`config.mk`:
```
export PLATFORM = sky130hd
export DESIGN_NAME = clock_div_prog
export DESIGN_NICKNAME = d
export VERILOG_FILES = /design/src/rtl/clock_div_prog_pkg.sv /design/src/rtl/clock_div_chan.sv /design/src/rtl/clock_div_prog.sv
export SDC_FILE = /design/constraint.sdc
export NUM_CORES = 1
export LEC_CHECK = 0
export BUFFER_PORTS_ARGS = -buffer_cell sky130_fd_sc_hd__buf_2
export CORE_ASPECT_RATIO = 0.8
export CORE_MARGIN = 4
export CORE_UTILIZATION = 25
export CTS_BUF_LIST = sky130_fd_sc_hd__clkbuf_4 sky130_fd_sc_hd__clkbuf_8 sky130_fd_sc_hd__clkbuf_16
export DETAILED_ROUTE_END_ITERATION = 6
export SLEW_MARGIN = 5
export SYNTH_ARGS = -nofsm -noshare
export SYNTH_HDL_FRONTEND = slang
export SYNTH_HIERARCHICAL = 1
export SYNTH_SLANG_ARGS = --single-unit
```
`constraint.sdc`:
```
create_clock -name clk -period 2.3 [get_ports clk]
set_input_delay 0.46 -clock clk [delete_from_list [all_inputs] [get_ports clk]]
set_output_delay 0.46 -clock clk [all_outputs]
set_load 0.02 [all_outputs]
```
`src/rtl/clock_div_prog_pkg.sv`:
```
// Shared constants and ratio helpers for the programmable clock divider.
//   MIN_DIV     : smallest divide ratio a channel will ever run at
//   clamp_div() : maps a requested ratio of 0 or 1 up to MIN_DIV
//   high_time() : cycles the square wave stays high for ratio r, ceil(r/2)
package clock_div_prog_pkg;

  localparam int unsigned MIN_DIV = 2;

  function automatic int unsigned clamp_div(input int unsigned v);
    return (v < MIN_DIV) ? MIN_DIV : v;
  endfunction

  function automatic int unsigned high_time(input int unsigned r);
    return (r + 1) >> 1;
  endfunction

endpackage

```
`src/rtl/clock_div_chan.sv`:
```
// One divider channel: counter, active ratio, shadow ratio, pending flag and
// registered outputs.
//   clk, reset     : system clock, synchronous active-high reset
//   en, sync       : run enable, phase restart strobe
//   div_load       : capture div_val into the shadow register
//   div_val        : requested ratio (0/1 clamp to 2)
//   div_out, tick  : registered square wave and once-per-period strobe
//   counter        : current count
//   pending        : shadow ratio waiting for the next wrap
module clock_div_chan
  import clock_div_prog_pkg::*;
#(
  parameter int unsigned CNT_WIDTH   = 4,
  parameter int unsigned DEFAULT_DIV = 2
) (
  input  logic                 clk,
  input  logic                 reset,
  input  logic                 en,
  input  logic                 sync,
  input  logic                 div_load,
  input  logic [CNT_WIDTH-1:0] div_val,
  output logic                 div_out,
  output logic                 tick,
  output logic [CNT_WIDTH-1:0] counter,
  output logic                 pending
);

  logic [CNT_WIDTH-1:0] cnt;
  logic [CNT_WIDTH-1:0] ratio;
  logic [CNT_WIDTH-1:0] shadow;

  logic [CNT_WIDTH-1:0] load_val_c;
  logic [CNT_WIDTH-1:0] next_ratio_c;
  logic [CNT_WIDTH-1:0] cnt_inc_c;
  logic [CNT_WIDTH-1:0] hi_cur_c;
  logic [CNT_WIDTH-1:0] hi_next_c;
  logic                 wrap_c;

  // Ratio that takes over at the next apply point; a same-edge load wins
  // over an older shadow value.
  always_comb begin
    load_val_c   = CNT_WIDTH'(clamp_div(32'(div_val)));
    next_ratio_c = div_load ? load_val_c : (pending ? shadow : ratio);
    cnt_inc_c    = cnt + CNT_WIDTH'(1);
    hi_cur_c     = CNT_WIDTH'(high_time(32'(ratio)));
    hi_next_c    = CNT_WIDTH'(high_time(32'(next_ratio_c)));
    wrap_c       = (cnt == ratio - CNT_WIDTH'(1));
  end

  // Counter, ratio bookkeeping and registered outputs.
  always_ff @(posedge clk) begin
    if (reset) begin
      cnt     <= '0;
      ratio   <= CNT_WIDTH'(DEFAULT_DIV);
      shadow  <= CNT_WIDTH'(DEFAULT_DIV);
      pending <= 1'b0;
      div_out <= 1'b0;
      tick    <= 1'b0;
    end else begin
      if (div_load) shadow <= load_val_c;
      if (!en) begin
        // Stopped channel: nothing to glitch, so apply any new ratio now.
        cnt     <= '0;
        ratio   <= next_ratio_c;
        pending <= 1'b0;
        div_out <= 1'b0;
        tick    <= 1'b0;
      end else if (sync) begin
        cnt     <= '0;
        ratio   <= next_ratio_c;
        pending <= 1'b0;
        div_out <= 1'b1;
        tick    <= 1'b0;
      end else if (wrap_c) begin
        cnt     <= '0;
        ratio   <= next_ratio_c;
        pending <= 1'b0;
        div_out <= (CNT_WIDTH'(0) < hi_next_c);
        tick    <= 1'b1;
      end else begin
        // Mid-period load is parked until the wrap to avoid runt pulses.
        cnt     <= cnt_inc_c;
        if (div_load) pending <= 1'b1;
        div_out <= (cnt_inc_c < hi_cur_c);
        tick    <= 1'b0;
      end
    end
  end

  assign counter = cnt;

endmodule

```
`src/rtl/clock_div_prog.sv`:
```
// Multi-channel programmable clock divider; NUM_CH independent channels
// sharing one clock and one sync strobe.
//   clk, reset : system clock, synchronous active-high reset
//   en         : per-channel run enable
//   sync       : restart all enabled channels at count 0
//   div_load   : per-channel shadow capture strobe
//   div_val    : packed requested ratios, channel i at [i*CNT_WIDTH +: CNT_WIDTH]
//   div_out    : per-channel square wave
//   tick       : per-channel one-cycle strobe, once per period
//   counter    : packed current counts
//   pending    : per-channel shadow-waiting flag
module clock_div_prog
  import clock_div_prog_pkg::*;
#(
  parameter int unsigned CNT_WIDTH   = 4,
  parameter int unsigned NUM_CH      = 2,
  parameter int unsigned DEFAULT_DIV = 2
) (
  input  logic                          clk,
  input  logic                          reset,
  input  logic [NUM_CH-1:0]             en,
  input  logic                          sync,
  input  logic [NUM_CH-1:0]             div_load,
  input  logic [NUM_CH*CNT_WIDTH-1:0]   div_val,
  output logic [NUM_CH-1:0]             div_out,
  output logic [NUM_CH-1:0]             tick,
  output logic [NUM_CH*CNT_WIDTH-1:0]   counter,
  output logic [NUM_CH-1:0]             pending
);

  // One divider per channel; buses are simple slices.
  for (genvar i = 0; i < int'(NUM_CH); i++) begin : g_ch
    clock_div_chan #(
      .CNT_WIDTH   (CNT_WIDTH),
      .DEFAULT_DIV (DEFAULT_DIV)
    ) u_chan (
      .clk      (clk),
      .reset    (reset),
      .en       (en[i]),
      .sync     (sync),
      .div_load (div_load[i]),
      .div_val  (div_val[i*CNT_WIDTH +: CNT_WIDTH]),
      .div_out  (div_out[i]),
      .tick     (tick[i]),
      .counter  (counter[i*CNT_WIDTH +: CNT_WIDTH]),
      .pending  (pending[i])
    );
  end

endmodule

```
# Word level (Yosys, flattened, before mapping)

Cells that the tools add are included.

Word-level logic and storage cells: 56
Output and inout bits: 14
Input port bits: 15
Register bits: 30

Add/sub/neg operators: 8
Reduce and logical (&&, ||, !) cells: 6
Eq/ne operators: 4
Magnitude comparators: 6
Multiplexer cells: 18
Bitwise operators: 2

Operators with widths:

| cell                  | count |
|---|---|
| $mux W4               | 12 |
| $add A4 B1 Y5 const B | 4 |
| $add A4 B1 Y4 const B | 2 |
| $eq A4 B4 Y1          | 2 |
| $lt A1 B4 Y1 const A  | 2 |
| $lt A4 B2 Y1 const B  | 2 |
| $lt A4 B4 Y1          | 2 |
| $reduce_or A4 Y1      | 2 |
| $sub A4 B1 Y4 const B | 2 |
| $mux W1               | 6 |
| $ne A3 B1 Y1 const B  | 2 |
| $reduce_or A3 Y1      | 2 |
| $reduce_or A2 Y1      | 2 |
| $not A1 Y1            | 2 |

# Depth between registers and ports, before layout

Gate-level depths: netlist (run 1).

Word-level depth: 7
Depth in mapped cells: 8
Gate-level depth less buffers: 7

# Hierarchy

The synthesis (run 1) kept the hierarchy.

Modules (own cells, without submodules):

| module         | cells each | area an instance (um2) | instances |
|---|---|---|---|
| clock_div_chan | 114        | 1083.5                 | 2 |

# Worst setup path before layout (run 1)

Ideal clock, no wire load.

Path kind: register to register
Start: register g_ch[0].u_chan.cnt[0]
End: register g_ch[0].u_chan.div_out
Data arrival time: 1.777 ns
Stages on the path, launching flop included: 7
Buffers on the path: 0
Path slack: 0.434 ns
Cell sequence: dfxtp_1 ha_1 ha_1 a21boi_0 o31ai_1 a221oi_2 a311oi_2

Longest elaborated chain between the ends: 4
Elaborated cells on any way between the ends: 5
Those cells by class: add/sub: 1; order compare: 1; eq/ne: 1; mux: 2

Ends and longest elaborated chain:

| what                                  | RTL line             | text |
|---|---|---|
| from (decl)                           | clock_div_chan.sv:28 | `logic [CNT_WIDTH-1:0] cnt;` |
| from (signal assigned)                | clock_div_chan.sv:82 | `cnt <= cnt_inc_c;` |
| $add A4 B1 Y4                         | clock_div_chan.sv:44 | `cnt_inc_c = cnt + CNT_WIDTH'(1);` |
| named net g_ch[0].u_chan.cnt_inc_c[1] | clock_div_chan.sv:34 | `logic [CNT_WIDTH-1:0] cnt_inc_c;` |
| $lt A4 B4 Y1                          | clock_div_chan.sv:84 | `div_out <= (cnt_inc_c < hi_cur_c);` |
| $mux W1                               | clock_div_chan.sv:74 | `end else if (wrap_c) begin` |
| $mux W1                               | clock_div_chan.sv:68 | `end else if (sync) begin` |
| to (signal assigned)                  | clock_div_chan.sv:78 | `div_out <= (CNT_WIDTH'(0) < hi_next_c);` |
| to (signal assigned)                  | clock_div_chan.sv:84 |  |
| to (decl)                             | clock_div_chan.sv:22 | `output logic div_out,` |

The timed path passes the listed nets, and every way through them passes these cells.
A chain may end at the register's enable or synchronous reset.

# Worst setup path in the final report (run 1)

Start: register g_ch[1].u_chan.ratio[0]
End: register g_ch[1].u_chan.ratio[1]

Longest elaborated chain between the ends: 3

Ends and longest elaborated chain:

| what                          | RTL line             | text |
|---|---|---|
| from (decl)                   | clock_div_chan.sv:29 | `logic [CNT_WIDTH-1:0] ratio;` |
| from (signal assigned)        | clock_div_chan.sv:54 | `ratio <= CNT_WIDTH'(DEFAULT_DIV);` |
| from (signal assigned)        | clock_div_chan.sv:64 | `ratio <= next_ratio_c;` |
| from (signal assigned)        | clock_div_chan.sv:70 | `ratio <= next_ratio_c;` |
| $sub A4 B1 Y4                 | clock_div_chan.sv:47 | `wrap_c = (cnt == ratio - CNT_WIDTH'(1));` |
| $eq A4 B4 Y1                  | clock_div_chan.sv:47 |  |
| $ne A3 B1 Y1 (no source line) | -                    |  |

No other way between the ends.

==> results of run 1 <==
==> kinds of logic after synthesis <==
logic type / after synthesis / synth area share, %
buf+inv: 20 / 4.50
compound gates: 48 / 17.8
fa+ha+maj: 14 / 8.08
mux: 12 / 5.54
xor+xnor: 26 / 15.5
flops: 30 / 27.7
simple gates: 78 / 20.9
==> final cells by class <==
cell class                 count  area (µm²)
fill                         916        5920
multi-input combinational    178        1470
sequential                    30         601
timing repair buffer          33         178
tap                          112         140
clock buffer                   7        90.1
inverter                      12        45.0
clock inverter                 1        5.00
==> registers in the layout, indices dropped and copies added (netlist names) <==
register and count:
g_ch.u_chan/div_out 2, g_ch.u_chan/shadow 8, g_ch.u_chan/tick 2, g_ch.u_chan/ratio 8, g_ch.u_chan/pending 2, g_ch.u_chan/counter 8
==> Yosys cell counts (all sizes together) <==
library cell | instances | area, µm²
and3 | 4 | 27.5
o21ai | 8 | 47.6
dfxtp | 30 | 601
o211a | 4 | 40.0
nor3 | 10 | 95.1
buf | 8 | 52.6
nand3 | 12 | 60.1
o31ai | 2 | 15.0
nand4bb | 2 | 22.5
a21boi | 4 | 30.0
a21oi | 10 | 50.1
xnor2 | 12 | 135
ha | 14 | 175
xor2 | 10 | 103
nand2 | 4 | 15.0
or4bb | 2 | 22.5
mux2i | 12 | 120
o21a | 2 | 15.0
a22oi | 2 | 15.0
o211ai | 6 | 45.0
a311oi | 2 | 30.0
o311ai | 4 | 50.1
nor2b | 10 | 62.6
inv | 12 | 45.0
a221oi | 2 | 30.0
xnor3 | 2 | 47.6
xor3 | 2 | 50.1
nand4 | 4 | 25.0
o2111ai | 2 | 17.5
nor2 | 26 | 97.6
nand2b | 4 | 25.0
==> per-layer routing <==
layer	global-route usage [%]	vias up	routed length (µm)
met2	14.8	31	2200
met5	0	-	0
met4	1.70	0	23
met1	14.4	842	2630
met3	3.13	5	227
li1	-	892	-
==> power breakdown <==
| group | internal (mW) | switching [mW] | leakage, nW | total (mW) |
|---|---|---|---|---|
| Combinational | 0.198 | 0.248 | 0.769 | 0.446 |
| Sequential | 0.552 | 0.0501 | 0.246 | 0.602 |
| Clock | 0.253 | 0.205 | 0.0517 | 0.458 |
| Total | 1.00 | 0.503 | 1.07 | 1.51 |
==> per-stage QoR <==
| step | hold slack, ps | cell area, µm² | utilization, % |
|---|---|---|---|
| 2_1_floorplan | 460 | 2170 | - |
| 3_3_place_gp | 480 | 2430 | 28.8 |
| 3_5_place_dp | 487 | 2430 | 28.8 |
| 4_1_cts | 458 | 2530 | 29.9 |
| 5_1_grt | 475 | 2530 | 29.9 |
| 6_report | 464 | 2530 | 29.9 |
==> critical path: stages, from the launching register on <==
cell and delay (ps):
dfxtp_1 570, inv_1 140, ha_1 360, xor2_1 320
nand3_1 220, o211ai_1 240, o311ai_2 130
==> final timing paths <==
path	start	endpoint	cells past startpoint
worst min-delay path	div_val[7]	g_ch[1].u_chan/shadow[3]	3
worst max register to register	g_ch[1].u_chan/ratio[0]	g_ch[1].u_chan/ratio[1]	6
worst min register to register	g_ch[1].u_chan/shadow[3]	g_ch[1].u_chan/shadow[3]	2
worst max-delay path	g_ch[1].u_chan/ratio[0]	g_ch[1].u_chan/ratio[1]	6
==> metrics.csv, run 1 <==
stage,metric,value,unit
routing,First-pass DRT Iterations,4,
run,max_cap viols,0,
clock_tree,TritonCTS Buffers,5,
routing,Vias/cell,4.75,
worst_setup_path,Worst setup EP type,register,
place,dpl hpwl,3.99,mm
sta,final period utilization,91.9,%
routing,DRC viols,0,
pwr,PD cells,596,nW/µm²
floorplanning,I/O pin count,29,
synthesis,#FFs+latches synth,30,
sta,fin worst setup slack,185,ps
global_routing,vias in the first global route,1762,
clock_tree,"Hold-fix buffers, CTS",0,
clock_tree,CTS root buf,clkbuf_8,
global_routing,first-pass GRT wire length,8.51,mm
place,Setup Slack @ Placement,208,ps
clock_tree,clk buf depth,2,
sta,setup TNS,0,ps
worst_setup_path,CP Launch Type,register,
layout,layout cells sized above 1,24.9,%
synthesis,Avg Synthesized Cell Area,9.50,µm²
global_routing,largest net degree at the start of global routing,17,
pwr,maximum VDD drop,0.237,mV
clock_tree,CTS tree,yes,
routing,post-route ant nets,0,
sta,f_max,473,MHz
clock_tree,insertion delay to the later sink of the worst-skew pair,280,ps
floorplanning,cell row count,30,
min_path,hold crit path type,primary input to register,
synthesis,sequential share of the synthesized area,27.7,%
worst_setup_path,WS Path Type,register to register,
sta,RSZ-0062 raised after global routing,false,
place,Port-buffer cells,28,
clock_tree,H-tree depth,2,
layout,fin cells,373,
outcome,status,finished clean,
synthesis,Syn Nets,257,
global_routing,GRT Overall Usage,9.99,%
sta,max_slew headroom,69.6,%
routing,routed length per placed instance,13.6,µm
floorplanning,core footprint,8450,µm²
global_routing,initial antenna violation count,0,
routing,via count,1770,
routing,WL final,5.08,mm
place,GP Congestion,0.820,
synthesis,synthesized area,2170,µm²
synthesis,Yosys cell types,39,
routing,1st-iter DRT viols,99,
global_routing,grt ovf,0,
sta,final count of pins violating max slew,0,
clock_tree,Post-CTS Setup Bufs,0,
clock_tree,TritonCTS sink count,30,
floorplanning,Starting Density,25.7,%
worst_setup_path,CP required,2450,ps
layout,diode count,0,
floorplanning,full die area,10200,µm²
layout,"commonest non-fill, non-tap cell in the layout",dfxtp_1,
place,placed instance count,365,
worst_setup_path,reg2reg setup slack,190,ps
sta,Period minus WS final,2110,ps
worst_setup_path,"Max FO, Critical Path",8,
pwr,total power,1.51,mW
synthesis,Syn. warnings,6,
sta,Slew @ Worst Pin,450,ps
sta,Setup Skew,4.07,ps
sta,final hold vios,0,
layout,"commonest non-fill, non-tap cells in the layout","dfxtp_1, buf_2, nor2_1",
clock_tree,CTS resizes,0,
worst_setup_path,"Data arrival, critical path",2270,ps
clock_tree,Clock transition at path regs,60,ps
layout,Area Growth Syn to Fin,16.6,%
floorplanning,Chip Height,91.3,µm
pwr,Leak,1.07,nW
synthesis,synthesized instance count,228,
layout,Nets,289,
sta,Setup Viol. Count Final,0,
floorplanning,Die X,112,µm
No activity file was read; power rests on OpenSTA's default activity.
==> run 2: changes to the inputs <==
--- a/config.mk
+++ b/config.mk
@@ -5,7 +5,7 @@
 export SDC_FILE = /design/constraint.sdc
 export NUM_CORES = 1
 export LEC_CHECK = 0
-export BUFFER_PORTS_ARGS = -buffer_cell sky130_fd_sc_hd__buf_2
+export BUFFER_PORTS_ARGS = -buffer_cell sky130_fd_sc_hd__buf_4
 export CORE_ASPECT_RATIO = 0.8
 export CORE_MARGIN = 4
 export CORE_UTILIZATION = 25
==> run 2 against run 1 <==
  * Global-route usage up 0.22 points
  * Clock skew up 5.4 ps
  * Total power up 1.1%
  * Critical path type unchanged
  * Largest power group unchanged
  * Highest routed layer unchanged
==> metrics.csv, run 2 (same netlist as run 1, synthesis figures left out) <==
stage,metric,value,unit,change
pwr,Clk pwr share,30.5,%,about the same
min_path,hold crit path type,primary input to register,,
clock_tree,TritonCTS Buffers,5,,unchanged
layout,"commonest non-fill, non-tap cell in the layout",buf_4,,
layout,sequential standard cell area,601,µm²,unchanged
floorplanning,Starting Density,25.7,%,unchanged
sta,RSZ-0062 raised after global routing,false,,
clock_tree,Post-CTS Setup Bufs,0,,unchanged
floorplanning,I/O pin count,29,,unchanged
global_routing,vias in the first global route,1724,,-2.2%
sta,final period utilization,89.5,%,-2.4 points
place,dpl hpwl,3.95,mm,-0.96%
worst_setup_path,"Largest stage delay, worst path",570,ps,about the same
floorplanning,Chip Height,91.3,µm,unchanged
outcome,status,finished clean,,
worst_setup_path,worst r2r path cells,6,,unchanged
place,Port-buffer cells,28,,unchanged
layout,Nets,288,,-0.35%
floorplanning,cell row count,30,,unchanged
routing,routed length per placed instance,13.7,µm,+0.78%
global_routing,met2 usage,15.6,%,+0.79 points
sta,max_slew headroom,69.2,%,-0.37 points
clock_tree,"Hold-fix buffers, CTS",0,,unchanged
sta,Setup Skew,9.47,ps,+5.40 ps
pwr,Net Switching,521,µW,+3.5%
routing,WL final,5.10,mm,+0.51%
routing,Vias/cell,4.79,,+0.89%
min_path,HP Start,div_val[7],,
global_routing,largest net degree at the start of global routing,17,,unchanged
worst_setup_path,CP Buf/Inv Count,1,,unchanged
pwr,internal cell power,1.00,mW,-0.20%
clock_tree,clk buf depth,2,,unchanged
layout,layout cells sized above 1,24.6,%,-0.29 points
global_routing,met3 usage,3.06,%,-0.067 points
sta,Slew @ Worst Pin,456,ps,+5.51 ps
layout,area of the multi-input gates,1470,µm²,unchanged
clock_tree,H-tree depth,2,,unchanged
clock_tree,CTS resizes,0,,unchanged
routing,1st-iter DRT viols,47,,-53%
routing,First-pass DRT Iterations,4,,unchanged
pwr,PD cells,587,nW/µm²,-1.4%
worst_setup_path,"Data arrival, critical path",2200,ps,-70 ps
sta,setup TNS,0,ps,unchanged
pwr,Leak,1.07,nW,+0.19%
global_routing,grt ovf,0,,unchanged
clock_tree,CTS tree,yes,,
routing,via count,1781,,+0.62%
worst_setup_path,CP required,2440,ps,about the same
min_path,hold path endpoint,g_ch[1].u_chan/shadow[3],,
worst_setup_path,top cell family by delay on the critical path,flip-flops,,
layout,Finished Core Util,30.7,%,+0.74 points
worst_setup_path,reg2reg setup slack,240,ps,+60 ps
pwr,Seq pwr share,39.8,%,-0.2 points
clock_tree,Clock transition at path regs,70,ps,about the same
sta,final count of pins violating max slew,0,,unchanged
pwr,combinational share of power,29.8,%,+0.2 points
pwr,maximum VDD drop,0.287,mV,+21%
worst_setup_path,critical path cell sequence,inv_1 > ha_1 > xor2_1 > nand3_1 > o211ai_1 > o311ai_2,,
worst_setup_path,"Max FO, Critical Path",8,,unchanged
worst_setup_path,Worst setup EP type,register,,
worst_setup_path,Worst R2R End,g_ch[1].u_chan/ratio[1],,
layout,Area Growth Syn to Fin,19.5,%,
clock_tree,insertion delay to the later sink of the worst-skew pair,280,ps,about the same
worst_setup_path,WS Path Type,register to register,,
pwr,switch share,34.3,%,+0.82 points
floorplanning,full die area,10200,µm²,unchanged
sta,f_max,486,MHz,+2.7%
floorplanning,Die X,112,µm,unchanged
clock_tree,CTS root buf,clkbuf_8,,
worst_setup_path,FF-to-FF Start,g_ch[1].u_chan/ratio[0],,
sta,Setup Viol. Count Final,0,,unchanged
min_path,cell count of the worst hold path,3,,unchanged
floorplanning,core footprint,8450,µm²,unchanged
global_routing,first-pass GRT wire length,8.61,mm,+1.1%
worst_setup_path,CP Launch Type,register,,
sta,final hold vios,0,,unchanged
routing,DRC viols,0,,unchanged
routing,post-route ant nets,0,,unchanged
global_routing,initial antenna violation count,0,,unchanged
sta,Period minus WS final,2060,ps,-55.8 ps
run,max_cap viols,0,,unchanged
layout,"commonest non-fill, non-tap cells in the layout","buf_4, dfxtp_1, nor2_1",,
layout,diode count,0,,unchanged
worst_setup_path,CP max stage cell,dfxtp_1,,
layout,# fillers,910,,-0.66%
place,GP Congestion,0.874,,+6.6%
global_routing,gr busiest metal,met2,,
global_routing,GRT Overall Usage,10.2,%,+0.22 points
clock_tree,TritonCTS sink count,30,,unchanged
global_routing,grt met1 use,14.4,%,+0.041 points
## run 2: routing by layer
metal	wire length (µm)	share of wire (%)	vias to the layer above
li1	-	-	888
met1	2580	50	847
met2	2260	44	38
met3	214	4.2	8
met4	46	0.90	0
met5	0	0	-
## run 2: worst max-delay path by stage
stage | startpoint | endpoint | slack [ps] | depth (start not counted)
detailed placement | div_val[2] | g_ch[0].u_chan/div_out | 240 | 7
global route | g_ch[1].u_chan/ratio[0] | g_ch[1].u_chan/ratio[1] | 50 | 6
CTS | g_ch[1].u_chan/ratio[0] | g_ch[1].u_chan/ratio[1] | 250 | 6
floorplan | g_ch[0].u_chan/counter[0] | g_ch[0].u_chan/div_out | 430 | 6
global placement | div_val[6] | g_ch[1].u_chan/div_out | 260 | 6
finish | g_ch[1].u_chan/ratio[0] | g_ch[1].u_chan/ratio[1] | 240 | 6
## run 2: cell type report
class | instances | share of cell area (%)
Clock inverter | 2 | 0.483
Multi-Input combinational cell | 178 | 56.7
Timing Repair Buffer | 32 | 9.28
Clock buffer | 6 | 3.19
Sequential cell | 30 | 23.2
Inverter | 12 | 1.74
Tap cell | 112 | 5.41
## run 2: worst min-delay path, cell delays in order
cell	delay (ps)
buf_4	100
mux2i_1	60
nor2_1	70
## run 2: through the flow
stage | power [mW] | hold slack (ps) | instances | worst slack, ps | area, µm²
after global placement | 1.06 | 483 | 364 | 260 | 2490
after floorplan | 0.954 | 460 | 228 | 434 | 2170
after detailed placement | 1.07 | 495 | 364 | 238 | 2490
after CTS | 1.54 | 443 | 372 | 246 | 2590
after global routing | 1.61 | 455 | 372 | 51.0 | 2590
final | 1.52 | 450 | 372 | 241 | 2590
## run 2: power groups by stage
stage,sequential (mW),combinational [mW],clock [mW]
finish,0.605,0.453,0.463
global route,0.611,0.500,0.497
CTS,0.605,0.453,0.477
detailed placement,0.617,0.450,0
global placement,0.616,0.446,0
floorplan,0.597,0.356,0
